$ cat config.mk
export PLATFORM = sky130hd
export DESIGN_NAME = decoder_sweep_sequencer_flat
export DESIGN_NICKNAME = d
export VERILOG_FILES = /design/src/rtl/decoder_sweep_sequencer_pkg.sv /design/src/rtl/decoder_sweep_sequencer_if.sv /design/src/rtl/decoder_sweep_sequencer_dwell.sv /design/src/rtl/decoder_sweep_sequencer.sv /design/src/flat_wrapper.sv
export SDC_FILE = /design/constraint.sdc
export NUM_CORES = 1
export LEC_CHECK = 0
export ABC_CLOCK_PERIOD_IN_PS = 3800
export BUFFER_PORTS_ARGS = -buffer_cell sky130_fd_sc_hd__buf_2
export CORE_AREA = 2 2 58 60
export DETAILED_ROUTE_END_ITERATION = 12
export DIE_AREA = 0 0 60 62
export GPL_TIMING_DRIVEN = 0
export PLACE_DENSITY = 0.83
export SYNTH_ARGS = -nofsm -noshare
export SYNTH_HDL_FRONTEND = slang
export SYNTH_SLANG_ARGS = --single-unit
$ cat constraint.sdc
create_clock -name clk -period 3.8 [get_ports clk]
set_input_delay 0.57 -clock clk [delete_from_list [all_inputs] [get_ports clk]]
set_output_delay 0.57 -clock clk [all_outputs]
set_load 0.1 [all_outputs]
$ cat src/rtl/decoder_sweep_sequencer_pkg.sv
// Shared types and helpers for the decoder sweep sequencer.
// The state encoding is fixed so that existing consumers of the state bits still decode it.
package decoder_pkg;

    localparam int SEL_W_DEF = 6;
    localparam int NUM_OUT   = 64;

    typedef logic [1:0] state_t;
    localparam state_t IDLE  = 2'b00;
    localparam state_t SWEEP = 2'b01;
    localparam state_t DONE  = 2'b10;

    // Modulo increment: 63 wraps to 0.
    function automatic logic [SEL_W_DEF-1:0] next_idx(input logic [SEL_W_DEF-1:0] idx);
        return idx + SEL_W_DEF'(1);
    endfunction

endpackage

$ cat src/rtl/decoder_sweep_sequencer_if.sv
// Control and decoder-drive bundle between the sweep controller and the sequencer.
interface decoder_sweep_sequencer_if
    import decoder_pkg::*;
#(
    parameter int SEL_W   = SEL_W_DEF,
    parameter int DWELL_W = 4,
    parameter int CNT_W   = SEL_W + 1
);
    logic               start;
    logic               abort;
    logic [SEL_W-1:0]   start_idx;
    logic [SEL_W-1:0]   end_idx;
    logic [DWELL_W-1:0] dwell;
    logic               busy;
    logic               done;
    logic               seq_en;
    logic [SEL_W-1:0]   seq_sel;
    logic [CNT_W-1:0]   step_cnt;

    modport master (
        output start, abort, start_idx, end_idx, dwell,
        input  busy, done, seq_en, seq_sel, step_cnt
    );

    modport slave (
        input  start, abort, start_idx, end_idx, dwell,
        output busy, done, seq_en, seq_sel, step_cnt
    );
endinterface

$ cat src/rtl/decoder_sweep_sequencer_dwell.sv
// Per-index dwell counter: counts 1..eff_dwell and flags the terminal count.
module sweep_dwell_counter #(
    parameter int DWELL_W = 4
) (
    input  logic               clk,
    input  logic               rst,
    input  logic               load,
    input  logic               en,
    input  logic [DWELL_W-1:0] eff_dwell,
    output logic               expire
);
    logic [DWELL_W-1:0] cnt_q, cnt_d;

    assign expire = en && (cnt_q >= eff_dwell);

    always_comb begin
        cnt_d = cnt_q;
        if (load)
            cnt_d = DWELL_W'(1);
        else if (en && !expire)
            cnt_d = cnt_q + DWELL_W'(1);
    end

    always_ff @(posedge clk or posedge rst) begin
        if (rst) cnt_q <= '0;
        else     cnt_q <= cnt_d;
    end
endmodule

$ cat src/rtl/decoder_sweep_sequencer.sv
// Sweeps the 6-to-64 decoder select over a programmable, wrapping index range
// with a per-index dwell, under a start/busy/done/abort handshake.
module decoder_sweep_sequencer
    import decoder_pkg::*;
#(
    parameter int SEL_W   = SEL_W_DEF,
    parameter int DWELL_W = 4,
    parameter int CNT_W   = SEL_W + 1
) (
    input  logic clk,
    input  logic rst,
    decoder_sweep_sequencer_if.slave bus
);
    state_t             state_q, state_d;
    logic [SEL_W-1:0]   sel_q, sel_d;
    logic [SEL_W-1:0]   end_q, end_d;
    logic [DWELL_W-1:0] eff_q, eff_d;
    logic [CNT_W-1:0]   step_q, step_d;
    logic               en_q, en_d;
    logic               busy_q, busy_d;
    logic               done_q, done_d;
    logic               load, expire, cnt_en;

    assign cnt_en = (state_q == SWEEP);

    sweep_dwell_counter #(.DWELL_W(DWELL_W)) u_dwell (
        .clk       (clk),
        .rst       (rst),
        .load      (load),
        .en        (cnt_en),
        .eff_dwell (eff_q),
        .expire    (expire)
    );

    always_comb begin
        state_d = state_q;
        sel_d   = sel_q;
        end_d   = end_q;
        eff_d   = eff_q;
        step_d  = step_q;
        en_d    = en_q;
        busy_d  = busy_q;
        done_d  = 1'b0;
        load    = 1'b0;
        case (state_q)
            IDLE: begin
                en_d   = 1'b0;
                busy_d = 1'b0;
                if (bus.start) begin
                    state_d = SWEEP;
                    sel_d   = bus.start_idx;
                    end_d   = bus.end_idx;
                    eff_d   = (bus.dwell == '0) ? DWELL_W'(1) : bus.dwell;
                    step_d  = CNT_W'(1);
                    en_d    = 1'b1;
                    busy_d  = 1'b1;
                    load    = 1'b1;
                end
            end
            SWEEP: begin
                // Abort takes priority over a coinciding final expiry.
                if (bus.abort) begin
                    state_d = IDLE;
                    en_d    = 1'b0;
                    busy_d  = 1'b0;
                end else if (expire) begin
                    if (sel_q == end_q) begin
                        state_d = DONE;
                        en_d    = 1'b0;
                        busy_d  = 1'b0;
                        done_d  = 1'b1;
                    end else begin
                        sel_d  = next_idx(sel_q);
                        step_d = step_q + CNT_W'(1);
                        load   = 1'b1;
                    end
                end
            end
            DONE: begin
                state_d = IDLE;
                en_d    = 1'b0;
                busy_d  = 1'b0;
            end
            default: begin
                state_d = IDLE;
                en_d    = 1'b0;
                busy_d  = 1'b0;
            end
        endcase
    end

    always_ff @(posedge clk or posedge rst) begin
        if (rst) begin
            state_q <= IDLE;
            sel_q   <= '0;
            end_q   <= '0;
            eff_q   <= '0;
            step_q  <= '0;
            en_q    <= 1'b0;
            busy_q  <= 1'b0;
            done_q  <= 1'b0;
        end else begin
            state_q <= state_d;
            sel_q   <= sel_d;
            end_q   <= end_d;
            eff_q   <= eff_d;
            step_q  <= step_d;
            en_q    <= en_d;
            busy_q  <= busy_d;
            done_q  <= done_d;
        end
    end

    assign bus.busy     = busy_q;
    assign bus.done     = done_q;
    assign bus.seq_en   = en_q;
    assign bus.seq_sel  = sel_q;
    assign bus.step_cnt = step_q;
endmodule

$ cat src/flat_wrapper.sv
// flat-port wrapper written by rule: the top's interface ports become plain ports
module decoder_sweep_sequencer_flat import decoder_pkg::*;
#(
    parameter int SEL_W   = SEL_W_DEF,
    parameter int DWELL_W = 4,
    parameter int CNT_W   = SEL_W + 1
)
  (clk, rst, bus_start, bus_abort, bus_start_idx, bus_end_idx, bus_dwell, bus_busy, bus_done, bus_seq_en, bus_seq_sel, bus_step_cnt);
  decoder_sweep_sequencer_if #(.SEL_W(SEL_W), .DWELL_W(DWELL_W), .CNT_W(CNT_W)) bus_i ();
  input  logic clk;
  input  logic rst;
  input wire logic [$bits(bus_i.start)-1:0] bus_start;
  input wire logic [$bits(bus_i.abort)-1:0] bus_abort;
  input wire logic [$bits(bus_i.start_idx)-1:0] bus_start_idx;
  input wire logic [$bits(bus_i.end_idx)-1:0] bus_end_idx;
  input wire logic [$bits(bus_i.dwell)-1:0] bus_dwell;
  output wire logic [$bits(bus_i.busy)-1:0] bus_busy;
  output wire logic [$bits(bus_i.done)-1:0] bus_done;
  output wire logic [$bits(bus_i.seq_en)-1:0] bus_seq_en;
  output wire logic [$bits(bus_i.seq_sel)-1:0] bus_seq_sel;
  output wire logic [$bits(bus_i.step_cnt)-1:0] bus_step_cnt;
  assign bus_i.start = bus_start;
  assign bus_i.abort = bus_abort;
  assign bus_i.start_idx = bus_start_idx;
  assign bus_i.end_idx = bus_end_idx;
  assign bus_i.dwell = bus_dwell;
  assign bus_busy = bus_i.busy;
  assign bus_done = bus_i.done;
  assign bus_seq_en = bus_i.seq_en;
  assign bus_seq_sel = bus_i.seq_sel;
  assign bus_step_cnt = bus_i.step_cnt;
  decoder_sweep_sequencer #(.SEL_W(SEL_W), .DWELL_W(DWELL_W), .CNT_W(CNT_W)) u_core (.clk(clk), .rst(rst), .bus(bus_i));
endmodule
==> results.rst <==
.. list-table::
   :header-rows: 1

   * - Metric
     - Value
   * - Global Route met3 Usage
     - 0.06418
   * - Insertion delay to the later sink of the worst-skew pair
     - 0.34 ns
   * - Transition time of the tightest slew-check pin
     - 1.188 ns
   * - Minimum clock period
     - 2.490 ns
   * - Wire length of the first global-routing pass
     - 5.740 mm
   * - Mux cell area share after synthesis
     - 0.05503
   * - Starting density of the core
     - 0.5435
   * - Setup repair after global routing missed its margin
     - no
   * - Final clock period utilization by the worst path
     - 0.6551
   * - Worst Setup Slack, final
     - 1.310 ns
   * - Register area share after synthesis
     - 0.4490
   * - Most frequent cell after synthesis
     - sky130_fd_sc_hd__nand2_1
   * - All-Layer GR Usage
     - 0.2150
   * - Max Slew Vio Count
     - 0
   * - Slew HR
     - 0.2068
   * - F_max
     - 401.7 MHz
   * - Deepest clock path buffer count
     - 2
   * - Final weighted congestion in routability-driven placement
     - 0.7768
   * - Die Area
     - 3720 sq um
   * - Worst slack at placement
     - 1.346 ns
   * - Number of hold violations in the final report
     - 0
   * - Startpoint type of the worst setup path
     - register
   * - Warnings, synthesis
     - 0
   * - Layout fillers
     - 284
   * - Summed instance area of the synthesized netlist
     - 1728 sq um
   * - Number of input and output port buffers inserted
     - 35
   * - Vias per Instance
     - 5.249
   * - Layout cells sized above 1
     - 0.2291
   * - Share of the synthesized netlist area taken by xor and xnor gates
     - 0.04055
   * - Total core area
     - 3179 sq um
   * - Count of flip-flops with a built-in enable after synthesis
     - 0
   * - Number of antenna repair diodes
     - 0
   * - Share of synthesized registers carrying an async set or reset
     - 1.000
   * - Cell area power density
     - 745.1 nW/um^2
   * - Buffers inserted during post-CTS setup optimization
     - 0
   * - Multi-input logic area
     - 879.6 sq um
   * - MaxCap Viol Count
     - 0
   * - Flops & latches, synth
     - 31
   * - Post-synth top flop
     - sky130_fd_sc_hd__dfrtp_1
   * - Number of antenna violations at the first check in global routing
     - 0
   * - Synth top area cells
     - sky130_fd_sc_hd__dfrtp_1 45%, sky130_fd_sc_hd__nand2_1 8.7%, sky130_fd_sc_hd__ha_1 5.1%
   * - Critical path peak fanout
     - 6
   * - Worst setup EP type
     - register
   * - Met1 Usage GRT
     - 0.2703
   * - First DRT Iteration DRCs
     - 63
   * - Setup tns final
     - 0 ns
   * - Layout net count
     - 254
   * - Number of rows created at floorplan
     - 21
   * - Area share of and/or/nand/nor cells after synthesis
     - 0.2404
   * - Worst Path Class, Setup
     - reg2reg
   * - P&R area growth vs syn
     - 16.73%
   * - Post-cts sizing count
     - 0
   * - Count of mapped cells out of synthesis
     - 185
   * - Per-instance average area after synthesis
     - 9.340 sq um
   * - DIE HEIGHT
     - 62 um
   * - Cts hold-fix bufs
     - 0
   * - Fraction of the mapped netlist area in compound gates
     - 0.1224
   * - Clock-pin slew on the worst setup and hold paths
     - 0.10 ns
   * - Top post-synthesis cells by count
     - 40 x sky130_fd_sc_hd__nand2_1, 31 x sky130_fd_sc_hd__dfrtp_1, 12 x sky130_fd_sc_hd__nand3_1, 9 x sky130_fd_sc_hd__nor2_1
   * - CTS tree
     - done
   * - Arithmetic-cell share of the synthesized area counting full adders, half adders and majority gates
     - 0.05069
   * - Dominant combinational cell family by area after synthesis
     - simple AND/OR/NAND/NOR gates
   * - Static Leakage
     - 1.002 nW
   * - Detailed-routing iteration count for the pre-antenna-repair pass
     - 4
   * - Number of sinks driven by the clock tree
     - 31
   * - Met2 routing resource usage after global routing
     - 0.3540
   * - Overflow after GRT
     - 0
   * - Vias in the first global route
     - 1300
   * - Chip Width
     - 60 um
   * - Final routed wirelength across all metal layers
     - 3.591 mm
   * - Worst Path Required
     - 4.06 ns
   * - I/O pins
     - 36
   * - Remaining DRCs
     - 0
   * - DR vias
     - 1433
   * - Number of CTS-inserted buffers
     - 5
   * - Worst supply voltage drop on vdd
     - 416.1 uV
   * - CTS Root Buffer Type
     - sky130_fd_sc_hd__clkbuf_4
   * - Sequential standard cell area
     - 775.7 sq um
   * - Synthesized net count
     - 212
   * - Count of endpoints failing setup in the final report
     - 0
   * - CTS H-tree depth
     - 2
   * - Final Skew
     - 0.01662 ns
   * - Cell type contributing the most total cell area after synthesis
     - sky130_fd_sc_hd__dfrtp_1
   * - Most congested layer reported by global routing
     - met2
   * - Sum of net half-perimeters after detailed placement
     - 2.649 mm
   * - Average wire per standard cell
     - 13.15 um
   * - Post-detailed-route count of antenna-violating nets
     - 0
   * - Result of the run
     - complete, no violations
   * - Data arrival, critical path
     - 2.74 ns
   * - Largest net degree at the start of global routing
     - 32
   * - Distinct cells, synth
     - 35
   * - Share of the synthesized area in the top cell type
     - 0.4490
   * - Hold Crit Class
     - in2reg
-- final cells by class --
| class | count | area share |
|---|---|---|
| plain buffers | 10 | 0.02481 |
| clock buffers | 6 | 0.02543 |
| clock inverters | 1 | 0.002481 |
| inverters | 6 | 0.01117 |
| multi-input cells | 138 | 0.4361 |
| flip-flops and latches | 31 | 0.3846 |
| well taps | 46 | 0.02854 |
| repair buffers | 35 | 0.08685 |
-- sequential cells by signal, indices dropped and copies added, names as in the netlist --
name / count
u_core.bus.step_cnt: 7
u_core.bus.done: 1
u_core.bus.seq_en: 1
u_core.u_dwell.cnt_q: 4
u_core.eff_q: 4
u_core.bus.seq_sel: 6
u_core.state_q: 2
u_core.end_q: 6
-- worst paths after layout --
check | startpoint | endpoint | slack (ns) | depth (start not counted)
worst max-delay path | u_core.u_dwell.cnt_q[0] | u_core.bus.seq_sel[2] | 1.31 | 7
min in group asynchronous | rst | u_core.bus.done | 0.52 | 2
worst min-delay path | bus_end_idx[5] | u_core.end_q[5] | 0.41 | 3
max in group asynchronous | rst | u_core.eff_q[2] | 2.55 | 2
worst max register to register | u_core.u_dwell.cnt_q[0] | u_core.bus.seq_sel[2] | 1.31 | 7
worst min register to register | u_core.eff_q[0] | u_core.eff_q[0] | 0.48 | 2
-- critical path, cell delays in order (launching register included) --
cell,delay [ns]
sky130_fd_sc_hd__dfrtp_1,0.40
sky130_fd_sc_hd__inv_1,0.08
sky130_fd_sc_hd__ha_1,0.27
sky130_fd_sc_hd__nand2b_4,0.12
sky130_fd_sc_hd__a2111oi_4,0.09
sky130_fd_sc_hd__nor4_1,0.78
sky130_fd_sc_hd__a21oi_1,0.38
sky130_fd_sc_hd__o211ai_1,0.27
-- routing by layer --
layer	part of all wire	routed length, um
met1	0.47	1697
met2	0.47	1689
met3	0.043	155
met4	0.013	48
met5	0	0
-- where the power goes --
| part | switching, mW | internal, mW | total, mW |
|---|---|---|---|
| combinational | 0.575 | 0.225 | 0.800 |
| sequential | 0.0900 | 0.413 | 0.503 |
| clock | 0.114 | 0.0856 | 0.200 |
-- logic make-up after synthesis --
kind of cell               count (synthesis)
AOI/OAI and AO/OA                         28
xor gates and xnor gates                   8
adders and majority gates                  7
buffers and inverters                     16
DFF                                       31
muxes                                      9
and+or+nand+nor                           86
-- through the flow --
step	area [sq um]	hold WS [ns]	power, mW	cells	utilization
2_1_floorplan	1728	0.4428	1.161	185	-
3_3_place_gp	1961	0.4544	1.291	266	0.6167
3_5_place_dp	1961	0.4653	1.308	266	0.6167
4_1_cts	2017	0.4062	1.507	273	0.6344
5_1_grt	2017	0.4060	1.602	273	0.6344
6_report	2017	0.4121	1.503	273	0.6344
-- cell usage in the layout, fill, tap and decap left out, types with 3 or more instances in the layout --
cell                        n
sky130_fd_sc_hd__nand2_1   40
sky130_fd_sc_hd__nand2b_1   4
sky130_fd_sc_hd__inv_1      6
sky130_fd_sc_hd__o21ai_0    8
sky130_fd_sc_hd__clkbuf_4   5
sky130_fd_sc_hd__o211ai_1   6
sky130_fd_sc_hd__and3_1     5
sky130_fd_sc_hd__ha_1       7
sky130_fd_sc_hd__nand3_1   12
sky130_fd_sc_hd__nor3_1     5
sky130_fd_sc_hd__clkbuf_1   6
sky130_fd_sc_hd__a211oi_1   3
sky130_fd_sc_hd__buf_2     36
sky130_fd_sc_hd__o21a_1     3
sky130_fd_sc_hd__dfrtp_1   31
sky130_fd_sc_hd__xnor2_1    3
sky130_fd_sc_hd__buf_4      3
sky130_fd_sc_hd__mux2i_1    8
sky130_fd_sc_hd__xor2_1     5
sky130_fd_sc_hd__nor2_1     9
sky130_fd_sc_hd__a21oi_1    3
(Power assumes the default switching activity.)
